[config.mk]
export PLATFORM = sky130hd
export DESIGN_NAME = proj_scan_ctrl
export DESIGN_NICKNAME = d
export VERILOG_FILES = /design/src/rtl/proj_scan_ctrl.sv
export SDC_FILE = /design/constraint.sdc
export NUM_CORES = 1
export LEC_CHECK = 0
export ABC_AREA = 0
export ABC_CLOCK_PERIOD_IN_PS = 2350
export BUFFER_PORTS_ARGS = -buffer_cell sky130_fd_sc_hd__buf_4
export CAP_MARGIN = 20
export CORE_MARGIN = 2
export CORE_UTILIZATION = 40
export DETAILED_ROUTE_END_ITERATION = 12
export PLACE_DENSITY = 0.59
export SETUP_SLACK_MARGIN = 0.4
export SLEW_MARGIN = 20
export SYNTH_ARGS = -nofsm -noshare
export SYNTH_HDL_FRONTEND = slang
export SYNTH_SLANG_ARGS = --single-unit
[constraint.sdc]
create_clock -name in_clk -period 2.35 [get_ports in_clk]
set_clock_uncertainty 0.1 [all_clocks]
set_input_delay 0 -clock in_clk [delete_from_list [all_inputs] [get_ports in_clk]]
set_output_delay 0 -clock in_clk [all_outputs]
set_load 0.01 [all_outputs]
[src/rtl/proj_scan_ctrl.sv]
// Sequencer sweeping FM buffers in order, issuing (buffer, index) read beats for the projection datapath.
// Latency: first beat one cycle after an accepted start; one beat per cycle while out_ready is high.
// Backpressure: out_ready low holds the current beat and all flags stable; abort wins in every state.
module proj_scan_ctrl #(
    parameter int FM_BUFFER_SIZE = 8,
    parameter int NUM_BUFFERS    = 4,
    localparam int IDX_W = $clog2(FM_BUFFER_SIZE),
    localparam int BUF_W = (NUM_BUFFERS > 1) ? $clog2(NUM_BUFFERS) : 1
) (
    input  logic             in_clk,
    input  logic             in_rst_n,
    input  logic             start,
    input  logic             abort,
    input  logic [BUF_W:0]   cfg_num_buf,
    output logic             out_valid,
    input  logic             out_ready,
    output logic [BUF_W-1:0] out_buf_sel,
    output logic [IDX_W-1:0] out_index,
    output logic             out_last_idx,
    output logic             out_last_buf,
    output logic             finished_count,
    output logic             busy,
    output logic             done
);

    typedef enum logic [1:0] {
        ST_IDLE = 2'd0,
        ST_SCAN = 2'd1,
        ST_GAP  = 2'd2,
        ST_DONE = 2'd3
    } state_t;

    localparam logic [IDX_W-1:0] IDX_MAX = IDX_W'(FM_BUFFER_SIZE - 1);
    localparam logic [IDX_W-1:0] IDX_ONE = IDX_W'(1);
    localparam logic [BUF_W-1:0] BUF_ONE = BUF_W'(1);
    localparam logic [BUF_W:0]   CFG_ONE = (BUF_W+1)'(1);
    localparam logic [BUF_W:0]   CFG_MAX = (BUF_W+1)'(NUM_BUFFERS);

    state_t             r_state;
    logic [IDX_W-1:0]   r_index;
    logic [BUF_W-1:0]   r_buf;
    logic [BUF_W:0]     r_cfg;
    logic               r_valid;
    logic               r_last_idx;
    logic               r_last_buf;
    logic               r_fin;
    logic               r_busy;
    logic               r_done;

    state_t             w_nxt_state;
    logic [IDX_W-1:0]   w_nxt_index;
    logic [BUF_W-1:0]   w_nxt_buf;
    logic [BUF_W:0]     w_nxt_cfg;
    logic               w_nxt_fin;
    logic               w_nxt_valid;
    logic               w_hs;
    logic               w_on_last_buf;
    logic [BUF_W:0]     w_cfg_clamped;

    // A zero or oversized buffer count means "scan every buffer".
    assign w_cfg_clamped = ((cfg_num_buf == '0) || (cfg_num_buf > CFG_MAX)) ? CFG_MAX : cfg_num_buf;
    assign w_hs          = r_valid & out_ready;
    assign w_on_last_buf = ({1'b0, r_buf} == (r_cfg - CFG_ONE));

    always_comb begin
        w_nxt_state = r_state;
        w_nxt_index = r_index;
        w_nxt_buf   = r_buf;
        w_nxt_cfg   = r_cfg;
        w_nxt_fin   = 1'b0;
        case (r_state)
            ST_IDLE: begin
                if (start && !abort) begin
                    w_nxt_cfg   = w_cfg_clamped;
                    w_nxt_state = ST_SCAN;
                    w_nxt_index = '0;
                    w_nxt_buf   = '0;
                end
            end
            ST_SCAN: begin
                if (w_hs) begin
                    if (r_index == IDX_MAX) begin
                        w_nxt_index = '0;
                        w_nxt_fin   = 1'b1;
                        if (w_on_last_buf) begin
                            w_nxt_state = ST_DONE;
                            w_nxt_buf   = '0;
                        end else begin
                            w_nxt_state = ST_GAP;
                            w_nxt_buf   = r_buf + BUF_ONE;
                        end
                    end else begin
                        w_nxt_index = r_index + IDX_ONE;
                    end
                end
            end
            ST_GAP:  w_nxt_state = ST_SCAN;
            ST_DONE: w_nxt_state = ST_IDLE;
            default: w_nxt_state = ST_IDLE;
        endcase
        // Abort drops the interrupted buffer without a completion pulse.
        if (abort) begin
            w_nxt_state = ST_IDLE;
            w_nxt_index = '0;
            w_nxt_buf   = '0;
            w_nxt_fin   = 1'b0;
        end
    end

    assign w_nxt_valid = (w_nxt_state == ST_SCAN);

    always_ff @(posedge in_clk or negedge in_rst_n) begin
        if (!in_rst_n) begin
            r_state    <= ST_IDLE;
            r_index    <= '0;
            r_buf      <= '0;
            r_cfg      <= '0;
            r_valid    <= 1'b0;
            r_last_idx <= 1'b0;
            r_last_buf <= 1'b0;
            r_fin      <= 1'b0;
            r_busy     <= 1'b0;
            r_done     <= 1'b0;
        end else begin
            r_state    <= w_nxt_state;
            r_index    <= w_nxt_index;
            r_buf      <= w_nxt_buf;
            r_cfg      <= w_nxt_cfg;
            r_valid    <= w_nxt_valid;
            r_last_idx <= w_nxt_valid && (w_nxt_index == IDX_MAX);
            r_last_buf <= w_nxt_valid && ({1'b0, w_nxt_buf} == (w_nxt_cfg - CFG_ONE));
            r_fin      <= w_nxt_fin;
            r_busy     <= (w_nxt_state == ST_SCAN) || (w_nxt_state == ST_GAP);
            r_done     <= (w_nxt_state == ST_DONE);
        end
    end

    assign out_valid      = r_valid;
    assign out_buf_sel    = r_buf;
    assign out_index      = r_index;
    assign out_last_idx   = r_last_idx;
    assign out_last_buf   = r_last_buf;
    assign finished_count = r_fin;
    assign busy           = r_busy;
    assign done           = r_done;

endmodule

==> qor.yml <==
run_status:
  status: "finished, final reports clean"
worst_setup_path:
  crit_path_cell_trace: "inv_2 -> ha_4 -> xor2_1 -> nand3_2 -> a41o_1 -> a211oi_2 -> ha_2 -> nand2_1 -> a211oi_2"
  r2r_cells: 9
  cp.required_ns: 2.46
  cp_max_fo: 3
  timing.critical_path.from: "r_cfg[0]"
  crit_slowest_cell: "dfrtp_1"
  cp-end-kind: "register"
  cp-start-kind: "register"
  cp_common_cell: "a211oi_2"
  r2r-start: "r_cfg[0]"
  critPathBufInv: 1
  cp.arrival_ns: 2.21
  cp_slowest_stage_delay_ns: 0.38
  crit_family: "compound AO/OA/AOI/OAI gates"
  reg2reg_to: "out_last_buf"
  critPathKind: "register to register"
  r2r_slack_ns: 0.25
sta:
  worst_pin_slew_ns: 0.355
  worst_slack_ns: 0.248
  rsz0062_at_grt: "true"
  fin_crit_ns: 2.10
  setup_viol: 0
  hold_viol: 0
  post-route-period-util_pct: 89.5
  fmax_mhz: 476
  slew_headroom_pct: 76.2
  hold_ws_ns: 0.0254
  slew_viol_final: 0
  fin_setup_tns_ns: 0
drt:
  viasPerCell: 4.96
  drtIter0Drc: 6
  firstDrtPassIters: 4
  ant_nets: 0
  drcViolationCount: 0
  wire_per_inst_um: 12.7
  vias: 739
  wirelength_um: 1900
floorplan:
  dieHeight_um: 51.7
  start_util_pct: 41.9
  die_area_um2: 2670
  die_w_um: 51.7
  fp-row-count: 17
  core_area_um2: 2170
  io_pins: 19
hold_path:
  hold_class: "input pin to register"
  whs_endpoint: "r_cfg[2]"
  hold_start: "abort"
  min_path_cells: 3
logic_synthesis:
  synth_cell_types: 34
  synth_edf_count: 0
  yosysTopAreaCell: "dfrtp_1"
  synth.top_cells.by_area: "dfrtp_1 44%, ha_1 9.6%, inv_1 4.1%"
  synth_cells: 85
  syn_nets: 100
  synth.top_cells.by_count: "16 x dfrtp_1, 10 x inv_1, 7 x ha_1, 6 x nor2_1"
  synth-async-reset-ratio_pct: 100
  synth_top_area_share_pct: 44.1
  synth_area_per_cell_um2: 10.7
  synth_area_um2: 908
  yosysMostFrequentCell: "dfrtp_1"
  synth-seq-area-share_pct: 44.1
  synth_seq_cells: 16
  synth-main-ff-cell: "dfrtp_1"
  yosysWarnings: 0
placement:
  gp_congestion: 0.714
  dpl_worst_slack_ns: 0.191
  io_buffers: 18
  dp_hpwl_um: 1320
power_and_ir_drop:
  p_leak_nw: 0.645
  internal-power_w: 0.000469
  ir_worst_vdd_mv: 0.381
  clockPowerShare_pct: 27.7
  combPwrFrac_pct: 25.6
  switching_share_pct: 27.2
  powerDensity_nw_per_um2: 499
  power_frac_seq_pct: 46.6
  power.switching_w: 0.000175
clock_tree:
  clk_latency_ns: 0.28
  clkTransAtPathRegs_ns: 0.09
  numCtsBuffers: 3
  clockRootBuffer: "clkbuf_4"
  cts.sinks: 16
  cts.path.max_buffers: 2
  cts_tree: "done"
  htreeDepth: 1
global_route:
  grt_pass1_vias: 692
  grt_remaining_overflow: 0
  grt_start_max_net_pins: 11
  grt.total_usage_pct: 16.5
  grt_pass1_wl_um: 3220
  antenna_found_initial: 0
cells_and_area:
  n_antenna_cell: 0
  synthToLayoutAreaGrowth_pct: 42.1
  regArea_um2: 400
  layout.nets: 137
  multi_input_area_um2: 509
  layout-drive-gt1-share_pct: 35.5
  num-fill-cells: 195
job:
  max-cap-violations: 0
-- through the flow --
| step | instance area [µm²] | power, W | std cells | util, % |
|---|---|---|---|---|
| 2_1_floorplan | 916 | 0.000388 | 85 | - |
| 3_3_place_gp | 1090 | 0.000431 | 131 | 50.2 |
| 3_5_place_dp | 1090 | 0.000432 | 131 | 50.2 |
| 4_1_cts | 1250 | 0.000645 | 146 | 57.5 |
| 5_1_grt | 1290 | 0.000686 | 149 | 59.5 |
| 6_report | 1290 | 0.000644 | 149 | 59.5 |
-- layout make-up --
class,count,area share [%]
clock buffer,4,2.81
sequential,16,31.0
multi-input combinational,58,39.4
tap,28,2.71
inverter,10,2.91
timing repair buffer,33,21.1
-- sequential cells by signal, summed over array words and instances (netlist names) --
name / cells
busy: 1
finished_count: 1
out_last_buf: 1
out_index: 3
r_state: 2
done: 1
out_buf_sel: 2
r_cfg: 3
out_last_idx: 1
out_valid: 1
-- layer usage --
layer | track usage, % | part of all wire, %
met1 | 23.4 | 48
met2 | 23.7 | 46
met3 | 4.89 | 5.4
met4 | 6.14 | 0.79
met5 | 0 | 0
-- worst register-to-register path: cells and delay by family, from the launching register on --
kind	cells	cell delay (ns)
AOI/OAI and AO/OA	3	0.63
DFF	1	0.38
xor gates and xnor gates	1	0.16
buffers and inverters	1	0.06
and+or+nand+nor	2	0.17
adders and majority gates	2	0.52
-- power by group through the flow --
stage	Combinational, W	Clock [W]	Sequential [W]
after floorplan	0.0000838	0	0.000304
after global placement	0.000126	0	0.000304
after detailed placement	0.000128	0	0.000305
after CTS	0.000159	0.000186	0.000300
after global routing	0.000184	0.000199	0.000303
final	0.000165	0.000178	0.000300
-- placed cells by master, fill, tap and decap left out, types with 3 or more instances in the layout --
cell and n:
nand2_1 4, xor2_1 3, inv_1 7, ha_1 4
clkbuf_4 3, dfrtp_1 16, buf_4 23, nor2_1 6
dlygate4sd3_1 10, inv_2 3, a21oi_1 4, mux2i_1 3
-- worst max-delay path by stage --
stage / end / slack (ns) / cells after the start
after floorplan: out_last_buf / 0.41 / 9
after global placement: out_last_buf / 0.18 / 9
after detailed placement: out_last_buf / 0.19 / 9
after CTS: out_last_buf / 0.20 / 9
after global routing: out_last_buf / 0.14 / 9
final: out_last_buf / 0.25 / 9
-- timing repair --
action,in CTS,in global routing
gates resized for setup,5,4
endpoints found under the setup margin,4,6
setup buffers,2,2
endpoints found under the hold margin,24,1
pin swaps,2,2
hold buffers,9,1
-- kinds of logic (layout without fill, tap and decap cells) --
group	after synthesis	in the layout	synth area share (%)
xor+xnor	5	5	4.82
simple gates	27	27	19.1
flops	16	16	44.1
compound gates	15	15	13.1
fa+ha+maj	7	7	9.64
mux	4	4	4.55
buf+inv	11	47	4.68
Power figures use the tool's default switching activity.
